### config.mk
export PLATFORM = sky130hd
export DESIGN_NAME = multi_color_tracker
export DESIGN_NICKNAME = d
export VERILOG_FILES = /design/src/rtl/multi_color_tracker.sv
export SDC_FILE = /design/constraint.sdc
export NUM_CORES = 2
export LEC_CHECK = 0
export ABC_CLOCK_PERIOD_IN_PS = 5350
export CORE_MARGIN = 2
export CORE_UTILIZATION = 25
export DETAILED_ROUTE_END_ITERATION = 10
export GPL_ROUTABILITY_DRIVEN = 0
export PLACE_DENSITY_LB_ADDON = 0.3
export SLEW_MARGIN = 20
export SYNTH_ARGS = -nofsm -noshare
export SYNTH_HDL_FRONTEND = slang
export SYNTH_SLANG_ARGS = --single-unit
### constraint.sdc
create_clock -name clock -period 5.35 [get_ports clock]
set_input_delay 1.3375 -clock clock [delete_from_list [all_inputs] [get_ports clock]]
set_output_delay 1.3375 -clock clock [all_outputs]
set_load 0.05 [all_outputs]
### src/rtl/multi_color_tracker.sv
// multi_color_tracker: per-frame bounding boxes for NUM_TRACKERS colour windows over a raster pixel stream; optional TRACKER_SOF_EN adds in_sof/sof_err
module multi_color_tracker #(
  parameter int WIDTH        = 720,
  parameter int HEIGHT       = 540,
  parameter int NUM_TRACKERS = 4,
  parameter int COORD_W      = 12,
  parameter int CNT_W        = 20
) (
  input  logic                            clock,
  input  logic                            reset,
  input  logic                            in_valid,
  output logic                            in_ready,
  input  logic [23:0]                     in_din,
  input  logic [24*NUM_TRACKERS-1:0]      cfg_lo,
  input  logic [24*NUM_TRACKERS-1:0]      cfg_hi,
  input  logic [CNT_W-1:0]                cfg_min_pixels,
  output logic                            out_valid,
  output logic [NUM_TRACKERS-1:0]         out_found,
  output logic [COORD_W*NUM_TRACKERS-1:0] out_center_x,
  output logic [COORD_W*NUM_TRACKERS-1:0] out_center_y,
  output logic [COORD_W*NUM_TRACKERS-1:0] out_width,
  output logic [COORD_W*NUM_TRACKERS-1:0] out_height,
  output logic [15:0]                     frame_count
`ifdef TRACKER_SOF_EN
  ,
  input  logic                            in_sof,
  output logic                            sof_err
`endif
);
  typedef enum logic [1:0] {ACCUM, REPORT0, REPORT1} state_t;
  state_t state_q, state_d;
  logic accept, clr, last;
  logic [COORD_W-1:0] x_q, y_q, px_x, px_y;
  logic [COORD_W:0] sum_x, sum_y;
  logic [NUM_TRACKERS-1:0] seen_q, seen_b, match, found_c, st_found_q;
  logic [CNT_W-1:0] cnt_q [NUM_TRACKERS];
  logic [CNT_W-1:0] cnt_b [NUM_TRACKERS];
  logic [COORD_W-1:0] min_x_q [NUM_TRACKERS];
  logic [COORD_W-1:0] max_x_q [NUM_TRACKERS];
  logic [COORD_W-1:0] min_y_q [NUM_TRACKERS];
  logic [COORD_W-1:0] max_y_q [NUM_TRACKERS];
  logic [COORD_W*NUM_TRACKERS-1:0] cx_c, cy_c, w_c, h_c, st_cx_q, st_cy_q, st_w_q, st_h_q;

  assign accept = in_valid && in_ready;
`ifdef TRACKER_SOF_EN
  assign clr = accept && in_sof;
`else
  assign clr = 1'b0;
`endif
  assign px_x = clr ? '0 : x_q;
  assign px_y = clr ? '0 : y_q;
  assign last = px_x == COORD_W'(WIDTH-1) && px_y == COORD_W'(HEIGHT-1);

  // next state: one pass through the two report cycles after the last beat
  always_comb begin
    state_d = state_q == ACCUM   ? (accept && last ? REPORT0 : ACCUM) :
              state_q == REPORT0 ? REPORT1 : ACCUM;
  end

  // per-tracker colour window match and accumulator base (an SOF beat restarts from empty)
  always_comb begin
    match  = '0;
    seen_b = seen_q & ~{NUM_TRACKERS{clr}};
    for (int k = 0; k < NUM_TRACKERS; k++) begin
      cnt_b[k] = clr ? '0 : cnt_q[k];
      match[k] = 1'b1;
      for (int j = 0; j < 3; j++)
        match[k] = match[k] && in_din[8*j +: 8] >= cfg_lo[24*k+8*j +: 8] && in_din[8*j +: 8] <= cfg_hi[24*k+8*j +: 8];
    end
  end

  // frame results from the accumulators; trackers not found report zeros
  always_comb begin
    found_c = '0;
    cx_c    = '0;
    cy_c    = '0;
    w_c     = '0;
    h_c     = '0;
    sum_x   = '0;
    sum_y   = '0;
    for (int k = 0; k < NUM_TRACKERS; k++) begin
      found_c[k] = seen_q[k] && cnt_q[k] >= cfg_min_pixels;
      sum_x = {1'b0, min_x_q[k]} + {1'b0, max_x_q[k]};
      sum_y = {1'b0, min_y_q[k]} + {1'b0, max_y_q[k]};
      cx_c[COORD_W*k +: COORD_W] = found_c[k] ? sum_x[COORD_W:1] : '0;
      cy_c[COORD_W*k +: COORD_W] = found_c[k] ? sum_y[COORD_W:1] : '0;
      w_c[COORD_W*k +: COORD_W]  = found_c[k] ? max_x_q[k] - min_x_q[k] + COORD_W'(1) : '0;
      h_c[COORD_W*k +: COORD_W]  = found_c[k] ? max_y_q[k] - min_y_q[k] + COORD_W'(1) : '0;
    end
  end

  // raster position, accumulation, result staging and reporting
  always_ff @(posedge clock) begin
    if (!reset) begin
      state_q      <= ACCUM;
      in_ready     <= 1'b0;
      out_valid    <= 1'b0;
      x_q          <= '0;
      y_q          <= '0;
      seen_q       <= '0;
      st_found_q   <= '0;
      st_cx_q      <= '0;
      st_cy_q      <= '0;
      st_w_q       <= '0;
      st_h_q       <= '0;
      out_found    <= '0;
      out_center_x <= '0;
      out_center_y <= '0;
      out_width    <= '0;
      out_height   <= '0;
      frame_count  <= '0;
      for (int k = 0; k < NUM_TRACKERS; k++) begin
        cnt_q[k]   <= '0;
        min_x_q[k] <= '0;
        max_x_q[k] <= '0;
        min_y_q[k] <= '0;
        max_y_q[k] <= '0;
      end
`ifdef TRACKER_SOF_EN
      sof_err <= 1'b0;
`endif
    end else begin
      state_q   <= state_d;
      in_ready  <= state_d == ACCUM;
      out_valid <= state_q == REPORT1;
      if (accept) begin
        x_q    <= px_x == COORD_W'(WIDTH-1) ? '0 : px_x + COORD_W'(1);
        y_q    <= px_x == COORD_W'(WIDTH-1) ? px_y + COORD_W'(1) : px_y;
        seen_q <= seen_b | match;
        for (int k = 0; k < NUM_TRACKERS; k++) begin
          cnt_q[k] <= match[k] ? (&cnt_b[k] ? cnt_b[k] : cnt_b[k] + CNT_W'(1)) : cnt_b[k];
          if (match[k]) begin
            min_x_q[k] <= !seen_b[k] || px_x < min_x_q[k] ? px_x : min_x_q[k];
            max_x_q[k] <= !seen_b[k] || px_x > max_x_q[k] ? px_x : max_x_q[k];
            min_y_q[k] <= !seen_b[k] || px_y < min_y_q[k] ? px_y : min_y_q[k];
            max_y_q[k] <= !seen_b[k] || px_y > max_y_q[k] ? px_y : max_y_q[k];
          end
        end
`ifdef TRACKER_SOF_EN
        if (!in_sof && x_q == '0 && y_q == '0) sof_err <= 1'b1;
`endif
      end
      if (state_q == REPORT0) begin
        st_found_q <= found_c;
        st_cx_q    <= cx_c;
        st_cy_q    <= cy_c;
        st_w_q     <= w_c;
        st_h_q     <= h_c;
      end
      if (state_q == REPORT1) begin
        out_found    <= st_found_q;
        out_center_x <= st_cx_q;
        out_center_y <= st_cy_q;
        out_width    <= st_w_q;
        out_height   <= st_h_q;
        frame_count  <= frame_count + 16'd1;
        x_q          <= '0;
        y_q          <= '0;
        seen_q       <= '0;
        for (int k = 0; k < NUM_TRACKERS; k++) cnt_q[k] <= '0;
      end
    end
  end
endmodule

==> impl_metrics.xml <==
<?xml version="1.0" encoding="UTF-8"?>
<metrics>
  <group name="sta">
    <metric name="timing.final.setup_violations" unit="">0</metric>
    <metric name="setup_repair_after_global_routing_missed_its_margin" unit="">false</metric>
    <metric name="timing.final.crit_period" unit="ns">4.22</metric>
    <metric name="relSlewSlack" unit="%">29.6</metric>
    <metric name="worst-slew-pin-transition" unit="ns">1.06</metric>
    <metric name="timing_max_transition_violations_final" unit="">0</metric>
    <metric name="final.period_utilization" unit="%">78.9</metric>
    <metric name="final_hold_vio_count" unit="">0</metric>
    <metric name="fin_tns_setup" unit="ns">0</metric>
    <metric name="max_freq" unit="MHz">237</metric>
    <metric name="clock_skew" unit="ns">0.0313</metric>
  </group>
  <group name="logic_synthesis">
    <metric name="mappedNetlistArea" unit="um2">44100</metric>
    <metric name="synth-compound-area-share" unit="%">16.3</metric>
    <metric name="syn-instance-count" unit="">4826</metric>
    <metric name="total_nets_after_synthesis" unit="">5808</metric>
    <metric name="synth_mux_area_share" unit="%">0.0909</metric>
    <metric name="synth_cell_types" unit="">74</metric>
    <metric name="synth-seq-cells" unit="">712</metric>
    <metric name="edff_count_synth" unit="">232</metric>
    <metric name="dominant_combinational_cell_family_by_area_after_synthesis" unit="">adder cells</metric>
    <metric name="synth_simple_gate_area_share" unit="%">14.9</metric>
    <metric name="yosys.area_share.xor_xnor" unit="%">4.25</metric>
    <metric name="dominantRegCellSynth" unit="">sky130_fd_sc_hd__dfxtp_1</metric>
    <metric name="syn_area_per_cell" unit="um2">9.13</metric>
    <metric name="synth-async-reset-ratio" unit="%">0</metric>
    <metric name="synth.yosys.seq_area_share" unit="%">37.6</metric>
    <metric name="ys.warnings.count" unit="">0</metric>
    <metric name="post_synth_fa_ha_maj_area_fraction" unit="%">21.4</metric>
  </group>
  <group name="floorplan">
    <metric name="die-area" unit="um2">180000</metric>
    <metric name="floorplan.initialDensity" unit="%">25.1</metric>
    <metric name="die_y" unit="um">424</metric>
    <metric name="floorplan.core_area" unit="um2">176000</metric>
    <metric name="chipWidth" unit="um">424</metric>
    <metric name="rows" unit="">154</metric>
    <metric name="io-pin-count" unit="">453</metric>
  </group>
  <group name="worst_setup_path">
    <metric name="critical_path.cell_chain" unit="">clkdlybuf4s50_1 -&gt; ha_1 -&gt; nand4_1 -&gt; or3b_2 -&gt; a21oi_1 -&gt; buf_4 -&gt; nor4_1 -&gt; nand4_1 -&gt; nor2_1 -&gt; buf_4 -&gt; and2_1</metric>
    <metric name="critical_path.n_buffers_inverters" unit="">3</metric>
    <metric name="total_stage_count_of_the_critical_path" unit="">11</metric>
    <metric name="worstSetupPathType" unit="">input pin to flop</metric>
    <metric name="cp.required" unit="ns">5.90</metric>
    <metric name="reg2reg_slack" unit="ns">2.08</metric>
    <metric name="cpMaxStageDelayCell" unit="">sky130_fd_sc_hd__nor2_1</metric>
    <metric name="worst-endpoint-arrival" unit="ns">4.77</metric>
    <metric name="r2r_start" unit="">in_ready</metric>
    <metric name="type_of_origin_of_the_critical_path" unit="">input pin</metric>
    <metric name="worst-path-max-fanout" unit="">12</metric>
    <metric name="family_with_the_most_delay_on_the_worst_path" unit="">simple AND/OR/NAND/NOR gates</metric>
    <metric name="critical_path.endpoint_type" unit="">flop</metric>
    <metric name="crit-reg2reg-capture" unit="">min_y_q[0][3]</metric>
    <metric name="reg2reg_depth" unit="">7</metric>
    <metric name="critPathMaxStageDelay" unit="ns">0.70</metric>
  </group>
  <group name="clocking">
    <metric name="tritoncts" unit="">yes</metric>
    <metric name="htree_num_levels" unit="">3</metric>
    <metric name="hold_buffers" unit="">0</metric>
    <metric name="master_cell_of_the_clock_root_buffer" unit="">sky130_fd_sc_hd__clkbuf_16</metric>
    <metric name="post-cts-setup-buffers" unit="">0</metric>
    <metric name="maximum_buffer_depth_of_the_clock_tree" unit="">3</metric>
    <metric name="clock_latency" unit="ns">0.69</metric>
    <metric name="cts.clk_slew.worst_paths" unit="ns">0.06</metric>
    <metric name="numCtsBuffers" unit="">87</metric>
    <metric name="clock-sinks" unit="">712</metric>
    <metric name="cts.repair.resized" unit="">0</metric>
  </group>
  <group name="detailed_routing">
    <metric name="drt-wirelength-per-cell" unit="um">18.3</metric>
    <metric name="drtIter0Drc" unit="">1625</metric>
    <metric name="post_drt_via_cell_ratio" unit="">4.61</metric>
    <metric name="drt_wl_total" unit="um">142000</metric>
    <metric name="number_of_vias_in_the_routed_layout" unit="">35598</metric>
    <metric name="drtPass1Iterations" unit="">5</metric>
    <metric name="ant_nets" unit="">0</metric>
    <metric name="remaining_drc_errors" unit="">0</metric>
  </group>
  <group name="global_routing">
    <metric name="met3_usage_in_global_routing" unit="%">2.05</metric>
    <metric name="grt_remaining_overflow" unit="">0</metric>
    <metric name="global_route_wire_length_before_repair" unit="um">214000</metric>
    <metric name="antenna_violations_before_repair" unit="">10</metric>
    <metric name="globalRouteMet1Util" unit="%">18.8</metric>
    <metric name="grtUsageTotal" unit="%">15.4</metric>
    <metric name="first_global_vias" unit="">35937</metric>
    <metric name="top_usage_layer" unit="">met2</metric>
    <metric name="gr-usage-met2" unit="%">27.3</metric>
    <metric name="grt_max_degree" unit="">158</metric>
  </group>
  <group name="min_path">
    <metric name="worst_hold_path.num_cells" unit="">2</metric>
    <metric name="timing.hold.worst.class" unit="">flop to flop</metric>
    <metric name="hold_path_end" unit="">st_found_q[0]</metric>
    <metric name="timing.hold.worst.start" unit="">st_found_q[0]</metric>
  </group>
  <group name="run_status">
    <metric name="outcome" unit="">complete, no violations</metric>
  </group>
  <group name="power">
    <metric name="leakage" unit="nW">22.8</metric>
    <metric name="peakVddDrop" unit="mV">0.200</metric>
    <metric name="powerDensity" unit="nW/um2">243</metric>
  </group>
  <group name="finish">
    <metric name="areaGrowthSynthToFinish" unit="%">24.3</metric>
    <metric name="final_net_count" unit="">6289</metric>
    <metric name="drive_gt1_share" unit="%">5.34</metric>
    <metric name="most_frequent_cells_in_the_layout" unit="">sky130_fd_sc_hd__ha_1 (727), sky130_fd_sc_hd__nand2_1 (548), sky130_fd_sc_hd__inv_1 (483), sky130_fd_sc_hd__dfxtp_1 (480), sky130_fd_sc_hd__a21oi_1 (460)</metric>
    <metric name="layout_commonest_cell" unit="">sky130_fd_sc_hd__ha_1</metric>
    <metric name="layoutNonFillerInstCount" unit="">7719</metric>
  </group>
  <group name="place">
    <metric name="dpl.cell_count" unit="">7558</metric>
    <metric name="detailed_place_hpwl" unit="um">110000</metric>
    <metric name="buffer_ports.inserted" unit="">452</metric>
  </group>
  <group name="job">
    <metric name="number_of_maximum_capacitance_violations" unit="">0</metric>
  </group>
</metrics>
report_power, final:
part           total, W  internal, W  switching (W)  leakage, nW
sequential      0.00570      0.00563      0.0000640         6.32
combinational   0.00149     0.000668       0.000823         15.0
clock           0.00613      0.00366        0.00247         1.47
synthesized netlist by cell type (all sizes together), types with 8 or more instances:
| library cell | count | area, um2 |
|---|---|---|
| nor2b | 62 | 388 |
| nand3 | 66 | 335 |
| xor2 | 95 | 832 |
| or2 | 21 | 131 |
| edfxtp | 232 | 6970 |
| or4 | 9 | 67.6 |
| a2111oi | 16 | 143 |
| o21bai | 10 | 75.1 |
| o21ai | 200 | 1000 |
| o2111ai | 16 | 140 |
| nor3 | 65 | 330 |
| a21o | 67 | 503 |
| a21oi | 461 | 2310 |
| a32o | 11 | 110 |
| clkbuf | 130 | 488 |
| o22ai | 14 | 87.6 |
| nand4 | 73 | 463 |
| o41ai | 16 | 185 |
| buf | 21 | 90.1 |
| o31ai | 21 | 158 |
| and3 | 21 | 131 |
| a221o | 11 | 110 |
| and2 | 96 | 601 |
| o211ai | 18 | 135 |
| fa | 16 | 320 |
| xnor2 | 119 | 1040 |
| nor2 | 279 | 1050 |
| and4 | 8 | 70.1 |
| a22o | 135 | 1180 |
| ha | 727 | 9100 |
| a31oi | 17 | 106 |
| nor4 | 14 | 103 |
| nand2 | 550 | 2070 |
| a211oi | 19 | 143 |
| nor3b | 9 | 67.6 |
| o31a | 17 | 149 |
| nand2b | 50 | 313 |
| inv | 484 | 1820 |
| o21a | 36 | 270 |
| or3 | 59 | 369 |
| dfxtp | 480 | 9610 |
logic make-up after synthesis:
logic type / count (synthesis)
flip-flops: 712
multiplexers: 4
adder cells (fa/ha/maj): 743
XOR/XNOR: 214
AND/OR/NAND/NOR: 1389
buffers and inverters: 635
AO/OA/AOI/OAI: 1129
worst max-delay path by stage:
stage | from | to | slack [ns]
4_1_cts | in_din[22] | max_x_q[0][7] | 1.08
2_1_floorplan | cfg_hi[49] | cnt_q[2][0] | 0.70
6_report | in_din[2] | min_y_q[0][3] | 1.13
5_1_grt | in_din[1] | min_y_q[0][9] | 0.75
3_3_place_gp | in_din[1] | max_y_q[0][11] | 0.27
3_5_place_dp | in_din[22] | max_y_q[0][6] | 0.33
sequential cells by signal, summed over array words and instances (netlist names):
name / cells
cnt_q: 80
max_x_q: 48
max_y_q: 48
min_x_q: 48
min_y_q: 48
out_center_x: 48
out_center_y: 48
out_height: 48
out_width: 48
st_cx_q: 48
st_cy_q: 48
st_h_q: 48
st_w_q: 48
frame_count: 16
px_x: 12
px_y: 12
out_found: 4
seen_b: 4
st_found_q: 4
state_q: 2
in_ready: 1
out_valid: 1
routing by layer:
metal / wire length, um / vias to the layer above / share of wire (%)
met3: 4940 / 195 / 3.5
met2: 69700 / 638 / 49
met5: 78 / - / 0.055
met1: 62200 / 16786 / 44
li1: - / 17965 / -
met4: 4720 / 14 / 3.3
through the flow:
stage	util, %	worst slack [ns]	power, W	hold slack [ns]	cell area (um2)
final	31.2	1.13	0.0133	0.449	54800
after global routing	31.2	0.753	0.0139	0.455	54800
after CTS	31.2	1.08	0.0135	0.447	54800
after detailed placement	29.5	0.332	0.00732	0.437	51800
after global placement	29.5	0.272	0.00729	0.434	51800
after floorplan	-	0.699	0.00670	0.423	44100
worst reg2reg max path, cell delays in order (launching register included):
cell and delay [ns]:
sky130_fd_sc_hd__dfxtp_1 0.43, sky130_fd_sc_hd__and2_1 0.50, sky130_fd_sc_hd__o221ai_1 0.31, sky130_fd_sc_hd__nor4_1 0.30, sky130_fd_sc_hd__nand4_1 0.44, sky130_fd_sc_hd__nor2_1 0.70, sky130_fd_sc_hd__buf_4 0.30, sky130_fd_sc_hd__and2_1 0.17
final cells by class:
| type | count | area, um2 |
|---|---|---|
| fill | 18305 | 121000 |
| multi-input combinational | 3479 | 25100 |
| sequential | 712 | 16600 |
| timing repair buffer | 543 | 5330 |
| tap | 2340 | 2930 |
| clock buffer | 119 | 2530 |
| inverter | 484 | 1820 |
| clock inverter | 41 | 454 |
| antenna | 1 | 2.50 |
(Power assumes the default switching activity.)
